==> src/rtl/alu_resp_tx.sv <==
// alu_resp_tx: frames one ALU result per handshake into an AXI-Stream byte packet for uart_tx.
// Optional feature macro ALU_RESP_CHECKSUM_EN appends an XOR checksum byte after the data.
module alu_resp_tx #(
    parameter int         DataWidth = 32,
    parameter logic [7:0] PadByte   = 8'h00
) (
    input  logic                 clk_i,
    input  logic                 rst_i,
    input  logic                 result_valid_i,
    output logic                 result_ready_o,
    input  logic [7:0]           result_opcode_i,
    input  logic [DataWidth-1:0] result_data_i,
    output logic [7:0]           m_axis_tdata_o,
    output logic                 m_axis_tvalid_o,
    input  logic                 m_axis_tready_i,
    output logic                 busy_o
);

    localparam int NumDataBytes = DataWidth / 8;
`ifdef ALU_RESP_CHECKSUM_EN
    localparam int PktLen = 4 + NumDataBytes + 1;
`else
    localparam int PktLen = 4 + NumDataBytes;
`endif
    localparam int              CntW     = $clog2(PktLen);
    localparam logic [15:0]     LenField = 16'(PktLen);
    localparam logic [CntW-1:0] HdrLast  = CntW'(3);
    localparam logic [CntW-1:0] DataLast = CntW'(NumDataBytes - 1);

    typedef enum logic [1:0] {
        IDLE,
        HDR,
`ifdef ALU_RESP_CHECKSUM_EN
        DATA,
        CSUM
`else
        DATA
`endif
    } state_t;

    state_t                r_state;
    logic [CntW-1:0]       r_cnt;
    logic [7:0]            r_opcode;
    logic [DataWidth-1:0]  r_data;
    logic                  r_ready;
    logic                  r_tvalid;
    logic [7:0]            r_tdata;
    logic                  r_busy;
`ifdef ALU_RESP_CHECKSUM_EN
    logic [7:0]            r_csum;
`endif

    logic                  w_xfer;
    logic [CntW-1:0]       w_cntNext;
    logic [CntW-1:0]       w_dataIdx;
    logic [7:0]            w_hdrNext;
    logic [7:0]            w_dataNext;

    assign w_xfer    = r_tvalid & m_axis_tready_i;
    assign w_cntNext = r_cnt + 1'b1;

    // Header byte that follows the one currently on the bus.
    always_comb begin
        w_hdrNext = r_opcode;
        case (w_cntNext[1:0])
            2'd1:    w_hdrNext = PadByte;
            2'd2:    w_hdrNext = LenField[7:0];
            2'd3:    w_hdrNext = LenField[15:8];
            default: w_hdrNext = r_opcode;
        endcase
    end

    // Leaving HDR presents data byte 0; inside DATA the next byte is cnt+1.
    always_comb begin
        w_dataIdx  = (r_state == DATA) ? w_cntNext : '0;
        w_dataNext = r_data[7:0];
        for (int k = 0; k < NumDataBytes; k++) begin
            if (w_dataIdx == CntW'(k)) begin
                w_dataNext = r_data[k*8 +: 8];
            end
        end
    end

    always_ff @(posedge clk_i) begin
        if (rst_i) begin
            r_state  <= IDLE;
            r_cnt    <= '0;
            r_opcode <= 8'h00;
            r_data   <= '0;
            r_ready  <= 1'b1;
            r_tvalid <= 1'b0;
            r_tdata  <= 8'h00;
            r_busy   <= 1'b0;
`ifdef ALU_RESP_CHECKSUM_EN
            r_csum   <= 8'h00;
`endif
        end else begin
            case (r_state)
                IDLE: begin
                    if (result_valid_i && r_ready) begin
                        r_opcode <= result_opcode_i;
                        r_data   <= result_data_i;
                        r_state  <= HDR;
                        r_cnt    <= '0;
                        r_ready  <= 1'b0;
                        r_busy   <= 1'b1;
                        r_tvalid <= 1'b1;
                        r_tdata  <= result_opcode_i;
`ifdef ALU_RESP_CHECKSUM_EN
                        r_csum   <= 8'h00;
`endif
                    end
                end

                HDR: begin
                    if (w_xfer) begin
`ifdef ALU_RESP_CHECKSUM_EN
                        r_csum <= r_csum ^ r_tdata;
`endif
                        if (r_cnt == HdrLast) begin
                            r_state <= DATA;
                            r_cnt   <= '0;
                            r_tdata <= w_dataNext;
                        end else begin
                            r_cnt   <= w_cntNext;
                            r_tdata <= w_hdrNext;
                        end
                    end
                end

                DATA: begin
                    if (w_xfer) begin
                        if (r_cnt == DataLast) begin
`ifdef ALU_RESP_CHECKSUM_EN
                            // The checksum byte folds in the data byte leaving right now.
                            r_csum  <= r_csum ^ r_tdata;
                            r_state <= CSUM;
                            r_cnt   <= '0;
                            r_tdata <= r_csum ^ r_tdata;
`else
                            r_state  <= IDLE;
                            r_cnt    <= '0;
                            r_tvalid <= 1'b0;
                            r_tdata  <= 8'h00;
                            r_ready  <= 1'b1;
                            r_busy   <= 1'b0;
`endif
                        end else begin
`ifdef ALU_RESP_CHECKSUM_EN
                            r_csum  <= r_csum ^ r_tdata;
`endif
                            r_cnt   <= w_cntNext;
                            r_tdata <= w_dataNext;
                        end
                    end
                end

`ifdef ALU_RESP_CHECKSUM_EN
                CSUM: begin
                    if (w_xfer) begin
                        r_state  <= IDLE;
                        r_cnt    <= '0;
                        r_tvalid <= 1'b0;
                        r_tdata  <= 8'h00;
                        r_ready  <= 1'b1;
                        r_busy   <= 1'b0;
                    end
                end
`endif

                default: begin
                    r_state  <= IDLE;
                    r_cnt    <= '0;
                    r_tvalid <= 1'b0;
                    r_tdata  <= 8'h00;
                    r_ready  <= 1'b1;
                    r_busy   <= 1'b0;
                end
            endcase
        end
    end

    assign result_ready_o  = r_ready;
    assign m_axis_tvalid_o = r_tvalid;
    assign m_axis_tdata_o  = r_tdata;
    assign busy_o          = r_busy;

    // A stalled byte must stay put until the sink takes it.
    a_holdStable: assert property (@(posedge clk_i) disable iff (rst_i)
        (r_tvalid && !m_axis_tready_i) |=> (r_tvalid && $stable(r_tdata)));

    a_readyBusyExclusive: assert property (@(posedge clk_i) disable iff (rst_i)
        (r_ready != r_busy));

endmodule

==> config.mk <==
export PLATFORM = sky130hd
export DESIGN_NAME = alu_resp_tx
export DESIGN_NICKNAME = d
export VERILOG_FILES = /design/src/rtl/alu_resp_tx.sv
export SDC_FILE = /design/constraint.sdc
export NUM_CORES = 1
export LEC_CHECK = 0
export ABC_AREA = 1
export ABC_CLOCK_PERIOD_IN_PS = 2500
export CAP_MARGIN = 10
export CORE_MARGIN = 2
export CORE_UTILIZATION = 25
export DETAILED_ROUTE_END_ITERATION = 8
export GPL_TIMING_DRIVEN = 0
export PLACE_DENSITY = 0.57
export SLEW_MARGIN = 20
export SYNTH_ARGS = -nofsm -noshare
export SYNTH_HDL_FRONTEND = slang
export SYNTH_SLANG_ARGS = --single-unit
==> constraint.sdc <==
create_clock -name clk_i -period 2.5 [get_ports clk_i]
set_input_delay 0.25 -clock clk_i [delete_from_list [all_inputs] [get_ports clk_i]]
set_output_delay 0.25 -clock clk_i [all_outputs]
set_load 0.05 [all_outputs]
==> results.md <==
- I/O pins: 55
- Internal Dissipation: 1.85 mW
- VDD IR max: around 0.00042 V
- Post-Syn Instances: between 300 and 400
- Synthesis-stage register bit count: 55
- Status: complete, no violations
- Routed wire length: between 6000 and 7000 µm
- # Post-CTS Setup Buffers: 0
- Final setup viols: 0
- First-pass GRT wire length: around 11000 µm
- Crit path time final: ~2.1 ns
- Worst Hold Class: reg2reg
- CTS Root Cell: clkbuf_8
- Total grt overflow: 0
- Vias: 2520
- Net Sw Frac: a little over two fifths
- Max-slew headroom: between 60 and 70%
- Largest net degree at the start of global routing: 17
- CP max FO: 7
- Drt pass-1 iters: 4
- CTS Buf Count: 5
- Slowest cell on crit path: nor2_1
- Cts hold-fix bufs: 0
- Layout fillers: about 1100
- CTS resizes: 0
- Critical Path RT: 2.68 ns
- Sequential power share: 38.9%
- Critical path's most frequent cell: nand2_1
- Yosys top cell area share: between 40% and 50%
- GRT Util Overall: about an eighth
- Dpl hpwl: around 5500 µm
- Row count: 37
- Peak Freq: 0.472 GHz
- Nets: approximately 490
- Arrival time at the worst endpoint: 2.30 ns
- Final Slew Violations: 0
- Clk buf depth: 2
- Largest area contributor in the netlist: dfxtp_1
- Core Util, Final: between 30% and 40%
- Initial Utilization: between 20% and 30%
- Sequential share of the synthesized area: between 40% and 50%
- Gate power share: ~45%
- Clock skew: roughly 0.009 ns
- CTS clock-pin slew for the worst setup and hold paths: 0.09 ns
- Final Hold Viols: 0
- TritonCTS clock tree: yes
- Endpoint type of the worst setup path: flip-flop
- Vias in the first global route: between 2000 and 2500
- Sw Pwr: 1.36 mW
- Critical path's top delay family: simple AND/OR/NAND/NOR gates
- Die Width: 107 µm
- Final period util: 84.8%
- Distinct cells, synth: 24
- Initial antenna violation count: 0
- Layout area overhead: 30.2%
- Synth area leaders: dfxtp_1 (41%), a21oi_1 (11%), nand2_1 (9.3%), inv_1 (8.8%), o21ai_0 (8.7%)
- PortBufs: 54
- Synthesized area per cell: around 7.1 µm²
- Critical path class: reg2reg
- Diode count: 0
- Synthesized cell area: about 2700 µm²
- Setup TNS: 0 ns
- H-tree levels: 2
- Area of the multi-input gates: roughly 1200 µm²
- Clk Latency, worst-skew pair: approximately 0.31 ns
- Drc violations: 0
- Placer congestion estimate: between 0.8 and 0.9
- Clock sink count: 55
- Worst-path cell chain: ha_1 > ha_1 > nand3_2 > nor2_1 > nand2_1 > nand3_1 > nand2_1 > nand2_1 > nand2_1 > nand2_1 > a21oi_1
- Max-cap violation count: 0
- Clock power share: roughly 16%
- Routed vias/inst: about 4.4
- Post-route ant nets: 0
- DRT iter0 DRCs: 96
- RSZ-0062 raised after global routing: false
- Syn_nets: ~430
- Die Area: roughly 11000 µm²
- CP max stage delay: 0.39 ns
- WP buf/inv: 0
- Most frequent cells in the layout: nand2_1 (66), inv_1 (62), a21oi_1 (60)
- Worst Max-Slew Pin Slew: 0.561 ns
- Synth Warn #: 0
- Core area: ~10000 µm²
- Critical Path Start Type: flip-flop
- Static leakage: 1.40 nW
- Reg area: around 1100 µm²
- Die Ht: between 100 and 150 µm
- Most common cell after layout, fill and taps aside: nand2_1
- WL per Instance: around 12 µm
- PwrDens: a little over 900 nW/µm²
- Share of post-route cells with drive strength above 1: under 10%
-- power groups by stage --
| stage | clock, mW | combinational (mW) | sequential, mW |
|---|---|---|---|
| after floorplan | 0 | 0.835 | 1.42 |
| after global placement | 0 | 1.42 | 1.26 |
| after CTS | 0.530 | 1.45 | 1.25 |
| final | 0.517 | 1.44 | 1.25 |
| after detailed placement | 0 | 1.45 | 1.27 |
| after global routing | 0.557 | 1.62 | 1.28 |
-- worst reg2reg max path, delay by kind of cell (launching register included) --
kind,cells,cell delay (ns)
compound gates,1,0.05
simple gates,8,1.00
fa+ha+maj,2,0.58
flops,1,0.37
-- flip-flops by register name (all words and copies together), names as in the netlist --
register        cells
busy_o              1
m_axis_tdata_o      8
r_cnt               3
r_data             32
r_opcode            8
r_state             2
result_ready_o      1
-- metrics by stage --
step / instances / worst slack [ns] / power [mW] / instance area, µm² / hold slack [ns]
floorplan: 374 / 0.735 / 2.26 / 2650 / 0.420
global placement: 564 / 0.420 / 2.68 / 3360 / 0.433
detailed placement: 564 / 0.404 / 2.72 / 3360 / 0.437
CTS: 571 / 0.389 / 3.23 / 3460 / 0.455
global route: 571 / 0.209 / 3.45 / 3460 / 0.471
finish: 571 / 0.379 / 3.20 / 3460 / 0.456
-- cell families (layout without fill, tap and decap cells) --
| family | Yosys count | after routing | synth area share [%] |
|---|---|---|---|
| AND/OR/NAND/NOR | 111 | 111 | 18.2 |
| flip-flops | 55 | 55 | 41.5 |
| adder cells (fa/ha/maj) | 9 | 9 | 4.24 |
| buffers and inverters | 81 | 142 | 12.2 |
| AO/OA/AOI/OAI | 118 | 118 | 23.9 |
-- cell usage after synthesis --
library cell and n:
o21ai_0 46, nor3_1 3, dfxtp_1 55, a21oi_2 2, buf_4 1, inv_1 62
nor2_4 2, nor2_2 2, a32oi_1 7, buf_6 2, nor3_2 1, inv_2 1
nand2_1 66, clkbuf_1 15, ha_1 9, a211oi_1 1, nand3_2 3, nor2_1 21
nand4_1 1, nand3_1 11, o2111ai_1 1, a22oi_1 1, or2_2 1, a21oi_1 60
-- final timing paths --
kind / from / end / slack [ns] / cells after the start
hold reg to reg: r_opcode[6]$_SDFFE_PP0P_ / r_opcode[6]$_SDFFE_PP0P_ / 0.46 / 2
hold / removal: r_opcode[6]$_SDFFE_PP0P_ / r_opcode[6]$_SDFFE_PP0P_ / 0.46 / 2
setup reg to reg: r_cnt[0]$_SDFFE_PP0P_ / m_axis_tdata_o[4]$_SDFFE_PP0P_ / 0.38 / 11
setup / recovery: r_cnt[0]$_SDFFE_PP0P_ / m_axis_tdata_o[4]$_SDFFE_PP0P_ / 0.38 / 11
-- metal layers --
metal  vias up  GRT usage, %  routed length, µm
met5         -             0                  0
met4         0          3.71                 73
met3         5          2.43                238
met2        46          22.1               3390
met1      1140          15.9               3260
li1       1329             -                  -
-- final cells by class --
| type | count | area share [%] |
|---|---|---|
| clock inverters | 1 | 0.253 |
| inverters | 63 | 6.84 |
| clock buffers | 6 | 2.39 |
| multi-input cells | 238 | 35.6 |
| plain buffers | 18 | 2.50 |
| repair buffers | 54 | 15.6 |
| flip-flops and latches | 55 | 31.9 |
| well taps | 136 | 4.92 |
(Power assumes the default switching activity.)
